[src/rtl/program_loader.sv]
// program_loader
//   Byte-stream program loader driving the CPU program-download port.
//   A frame is: sync 0xA5, START_L, START_H, CNT_L, CNT_H, then CNT x (LO, HI)
//   instruction bytes, optionally followed by a checksum byte.
//   Each accepted HI byte places one instruction on program_in at
//   instruction_index = start + k and holds download_program high. After the
//   last word the CPU is released and done pulses for one cycle.
//
//   Optional feature macro: LOADER_CHECKSUM_EN
//     defined   : the frame ends with a CSUM byte equal to the XOR of every
//                 byte after sync. A mismatch sets the sticky error flag,
//                 suppresses done and keeps the CPU held in download mode.
//     undefined : no CSUM byte; error is tied low.
//
// Ports
//   clk, rst_n         : clock (rising edge), asynchronous active-low reset
//   rx_data, rx_valid  : incoming frame byte and its valid
//   rx_ready           : byte accepted when rx_valid && rx_ready at clk edge
//   download_program   : CPU held in download mode, program bus live
//   instruction_index  : target instruction slot (INDEX_W bits)
//   program_in         : instruction halfword
//   busy               : frame in progress
//   done               : one-cycle pulse, frame loaded and CPU released
//   error              : sticky checksum-mismatch flag
module program_loader #(
  parameter int unsigned INDEX_W = 32
) (
  input  logic               clk,
  input  logic               rst_n,
  input  logic [7:0]         rx_data,
  input  logic               rx_valid,
  output logic               rx_ready,
  output logic               download_program,
  output logic [INDEX_W-1:0] instruction_index,
  output logic [15:0]        program_in,
  output logic               busy,
  output logic               done,
  output logic               error
);

  typedef enum logic [3:0] {
    S_IDLE,
    S_IDX_L,
    S_IDX_H,
    S_CNT_L,
    S_CNT_H,
    S_DAT_L,
    S_DAT_H,
    S_FINISH
`ifdef LOADER_CHECKSUM_EN
    ,
    S_CSUM
`endif
  } state_t;

  state_t               state_q, state_d;
  logic [15:0]          start_q, start_d;
  logic [15:0]          cnt_q, cnt_d;
  logic [15:0]          k_q, k_d;
  logic [7:0]           lo_q, lo_d;
  logic                 dp_q, dp_d;
  logic [INDEX_W-1:0]   idx_q, idx_d;
  logic [15:0]          pin_q, pin_d;
  logic                 done_q, done_d;
  logic                 accept;
  state_t               tail_state;
  logic [15:0]          cnt_new;

`ifdef LOADER_CHECKSUM_EN
  logic [7:0]           csum_q, csum_d;
  logic                 error_q, error_d;
`endif

  assign rx_ready = (state_q != S_FINISH);
  assign accept   = rx_valid && rx_ready;
  assign cnt_new  = {rx_data, cnt_q[7:0]};

`ifdef LOADER_CHECKSUM_EN
  assign tail_state = S_CSUM;
`else
  assign tail_state = S_FINISH;
`endif

  always_comb begin
    state_d = state_q;
    start_d = start_q;
    cnt_d   = cnt_q;
    k_d     = k_q;
    lo_d    = lo_q;
    dp_d    = dp_q;
    idx_d   = idx_q;
    pin_d   = pin_q;
    done_d  = 1'b0;
`ifdef LOADER_CHECKSUM_EN
    csum_d  = csum_q;
    error_d = error_q;
`endif

    if (state_q == S_FINISH) begin
      // FINISH never accepts a byte; it only releases the CPU.
      dp_d    = 1'b0;
      done_d  = 1'b1;
      state_d = S_IDLE;
    end else if (accept) begin
      unique case (state_q)
        S_IDLE: begin
          if (rx_data == 8'hA5) begin
            state_d = S_IDX_L;
`ifdef LOADER_CHECKSUM_EN
            error_d = 1'b0;
            csum_d  = '0;
`endif
          end
        end
        S_IDX_L: begin
          start_d[7:0] = rx_data;
          state_d      = S_IDX_H;
        end
        S_IDX_H: begin
          start_d[15:8] = rx_data;
          state_d       = S_CNT_L;
        end
        S_CNT_L: begin
          cnt_d[7:0] = rx_data;
          state_d    = S_CNT_H;
        end
        S_CNT_H: begin
          cnt_d   = cnt_new;
          k_d     = '0;
          state_d = (cnt_new == '0) ? tail_state : S_DAT_L;
        end
        S_DAT_L: begin
          lo_d    = rx_data;
          state_d = S_DAT_H;
        end
        S_DAT_H: begin
          pin_d = {rx_data, lo_q};
          // start <= 0xFFFF and k <= 0xFFFE, so no wrap for INDEX_W >= 17
          idx_d = INDEX_W'(start_q) + INDEX_W'(k_q);
          dp_d  = 1'b1;
          if (16'(k_q + 16'd1) == cnt_q) begin
            state_d = tail_state;
          end else begin
            k_d     = 16'(k_q + 16'd1);
            state_d = S_DAT_L;
          end
        end
`ifdef LOADER_CHECKSUM_EN
        S_CSUM: begin
          if (rx_data == csum_q) begin
            state_d = S_FINISH;
          end else begin
            // Mismatch leaves download_program as is: the CPU stays held.
            error_d = 1'b1;
            state_d = S_IDLE;
          end
        end
`endif
        default: state_d = S_IDLE;
      endcase

`ifdef LOADER_CHECKSUM_EN
      if (state_q != S_IDLE && state_q != S_CSUM) begin
        csum_d = csum_q ^ rx_data;
      end
`endif
    end
  end

  always_ff @(posedge clk or negedge rst_n) begin
    if (!rst_n) begin
      state_q <= S_IDLE;
      start_q <= '0;
      cnt_q   <= '0;
      k_q     <= '0;
      lo_q    <= '0;
      dp_q    <= 1'b0;
      idx_q   <= '0;
      pin_q   <= '0;
      done_q  <= 1'b0;
`ifdef LOADER_CHECKSUM_EN
      csum_q  <= '0;
      error_q <= 1'b0;
`endif
    end else begin
      state_q <= state_d;
      start_q <= start_d;
      cnt_q   <= cnt_d;
      k_q     <= k_d;
      lo_q    <= lo_d;
      dp_q    <= dp_d;
      idx_q   <= idx_d;
      pin_q   <= pin_d;
      done_q  <= done_d;
`ifdef LOADER_CHECKSUM_EN
      csum_q  <= csum_d;
      error_q <= error_d;
`endif
    end
  end

  assign download_program  = dp_q;
  assign instruction_index = idx_q;
  assign program_in        = pin_q;
  assign busy              = (state_q != S_IDLE);
  assign done              = done_q;
`ifdef LOADER_CHECKSUM_EN
  assign error = error_q;
`else
  assign error = 1'b0;
`endif

endmodule

[config.mk]
export PLATFORM = sky130hd
export DESIGN_NAME = program_loader
export DESIGN_NICKNAME = d
export VERILOG_FILES = /design/src/rtl/program_loader.sv
export SDC_FILE = /design/constraint.sdc
export NUM_CORES = 1
export LEC_CHECK = 0
export ABC_AREA = 1
export CORE_MARGIN = 8
export CORE_UTILIZATION = 58
export CTS_BUF_LIST = sky130_fd_sc_hd__clkbuf_4
export CTS_CLUSTER_DIAMETER = 120
export DETAILED_ROUTE_END_ITERATION = 8
export PLACE_DENSITY = 0.83
export SYNTH_ARGS = -nofsm -noshare
export SYNTH_HDL_FRONTEND = slang
export SYNTH_SLANG_ARGS = --single-unit
[constraint.sdc]
create_clock -name clk -period 2.8 [get_ports clk]
set_clock_uncertainty 0.2 [all_clocks]
set_input_delay 0.7 -clock clk [delete_from_list [all_inputs] [get_ports clk]]
set_output_delay 0.7 -clock clk [all_outputs]
set_load 0.01 [all_outputs]
==> flow_summary.ini <==
[yosys]
synthAdderAreaFrac = 0.04396
yosysSeqAreaShare = 0.4443
synth_top_family_by_area = simple AND/OR/NAND/NOR gates
yosysWarnings = 0
synth_compound_area_frac = 0.09809
synth_xor_area_frac = 0.02104
syn-cell-area_mm2 = 0.005294
async_flop_share = 1.000
yosys.area_share.simple = 0.3049
synth_seq_cells = 94
synth.avg_cell_area_um2 = 7.530
synth_ff_type = dfrtp_1
ys_types = 37
synth_mux_area_frac = 0
synth_cells = 703
synth-edff-count = 0

[sta]
slew_viol_final = 0
setup_ws_ns = 0.1246
max_freq_mhz = 373.8
relSlewSlack = 0.6127
rsz0062_at_grt = false
fin_crit_ns = 2.675
hold_violations = 0
period_share = 0.9555
fin_tns_setup_ns = 0
final-setup-viol-count = 0
worstMarginPinSlew_ns = 0.5810

[drt]
drc = 0
wl_per_cell_um = 15.68
ant_nets = 0
drtIter0Drc = 263
vias = 4892
dr.pass1.iters = 5
via_per_inst = 5.604
wirelength_mm = 13.69

[grt]
grt_use_total = 0.2236
grt_start_max_net_pins = 49
overflow = 0
grt_pass1_wl_mm = 22.63
grt_pass1_vias = 4688
grt_antenna_before_repair = 0

[clocking]
cts.clk_slew.worst_paths_ns = 0.17
clk_path_buf_depth = 2
cts_setup_buffers = 0
clk_latency_ns = 0.44
cts.sinks = 94
cts_buffers = 9
cts_tree = yes
cts-htree-levels = 3
cts-root-buf = clkbuf_4

[setup_path]
cp-start-kind = flip-flop
cp_data_arrival_time_ns = 1.78
worst-endpoint-required_ns = 1.90
crit_path_end_kind = output port
path_class = reg2out
worstPathMaxFanout = 5

[placed_design]
pre_cts_ws_ns = 0.06607
portBuffers = 47
place.gp.congestion = 0.9449
hpwlAfterDp_mm = 10.06

[finish]
fin_nets = 786
final_common_cell = nand2_1
most-common-layout-cells = 237 x nand2_1, 94 x dfrtp_1, 66 x inv_1, 66 x o21ai_0, 60 x nand3_1
antenna-diode-count = 0
fill_cells = 775
regArea_mm2 = 0.002352
area_delta_synth_final_pct = 13.73
multi_input_area_mm2 = 0.002541
drive_gt1_frac = 0.06299

[floorplanning]
row_count = 35
initial_core_util = 0.5840
die_area_mm2 = 0.01244
ios = 64
core_area_mm2 = 0.009065
die_x_um = 111.5
die_y_um = 111.5

[run]
maxCapViolations = 0

[hold_path]
hold_path_class = in2async

[power_and_ir_drop]
power_leakage_nw = 3.032
p_per_area_mw_per_mm2 = 828.3
ir_drop_v = 0.0005625

[run_status]
status = finished clean
[cells in the mapped netlist (all sizes together) (2+ instances only)]
library cell | count | area share
or2 | 5 | 0.0059
nand4 | 13 | 0.015
xor2 | 7 | 0.012
a31oi | 2 | 0.0024
dfrtp | 94 | 0.44
clkbuf | 13 | 0.0092
xnor2 | 3 | 0.0050
a21oi | 18 | 0.017
nand3 | 60 | 0.057
nand3b | 4 | 0.0057
nor2 | 51 | 0.042
ha | 17 | 0.040
buf | 21 | 0.030
nand2 | 240 | 0.17
a21o | 2 | 0.0028
nor4 | 5 | 0.0059
o21ai | 69 | 0.065
inv | 67 | 0.048
[critical path, cell delays in order (launching register included)]
cell and delay [ns]:
dfrtp_1 0.47, inv_2 0.11, nor2_1 0.07, inv_1 0.12
clkdlybuf4s50_1 0.56
[flip-flops by register name, indices dropped and copies added (netlist names)]
register / flops
instruction_index: 17
cnt_q: 16
done: 1
k_q: 16
lo_q: 8
program_in: 16
start_q: 16
download_program: 1
state_q: 3
[final cells by class]
class | count | share of cell area
multi-input cells | 522 | 0.4221
flip-flops and latches | 94 | 0.3907
repair buffers | 62 | 0.09850
inverters | 68 | 0.04239
well taps | 111 | 0.02307
clock inverters | 7 | 0.01205
clock buffers | 9 | 0.01122
[final timing paths]
path | startpoint | end | slack (ns) | cells past startpoint
worst max register to register | k_q[1] | k_q[0] | 0.24 | 13
min in group clk | program_in[5] | program_in[5] | 0.29 | 2
worst max-delay path | state_q[2] | rx_ready | 0.12 | 4
max in group asynchronous | rst_n | instruction_index[10] | 1.70 | 2
worst min register to register | program_in[5] | program_in[5] | 0.29 | 2
worst min-delay path | rst_n | program_in[3] | 0.007 | 1
[stage by stage]
stage	total power [mW]	cells	utilization	hold slack [ns]	instance area [µm²]
floorplan	3.383	718	-	0.2044	5350
global placement	4.166	857	0.6483	0.2530	5877
detailed placement	4.257	857	0.6483	0.2578	5877
CTS	5.003	873	0.6638	0.006845	6017
global route	5.371	873	0.6642	0.01846	6021
finish	4.987	873	0.6642	0.006859	6021
[repair_timing]
| item | 4_1_cts | 5_1_grt |
|---|---|---|
| hold buffers | 0 | 0 |
| endpoints found under the setup margin | 0 | 4 |
| resized for setup | 0 | 5 |
[power by group]
group / internal, mW / total [mW] / switching, mW
Clock: 0.214 / 0.747 / 0.532
Sequential: 1.85 / 2.18 / 0.332
Combinational: 0.926 / 2.06 / 1.13
Total: 2.99 / 4.99 / 1.99
[kinds of logic (layout without fill, tap and decap cells)]
group                      Yosys count  after routing
AOI/OAI and AO/OA                   98             98
DFF                                 94             94
adders and majority gates           18             18
other                                1             16
and+or+nand+nor                    379            379
buffers and inverters              102            146
xor gates and xnor gates            11             11
[metal layers]
layer  GRT usage  vias to the layer above  share of wire  routed length (µm)
li1            -                     2354              -                   -
met1      0.2789                     2329           0.43                5899
met2      0.3705                      180           0.48                6528
met3     0.04329                       29          0.066                 906
met4     0.09663                        0          0.026                 351
met5           0                        -              0                   0
Note: power is estimated with default switching activity, not from simulation.
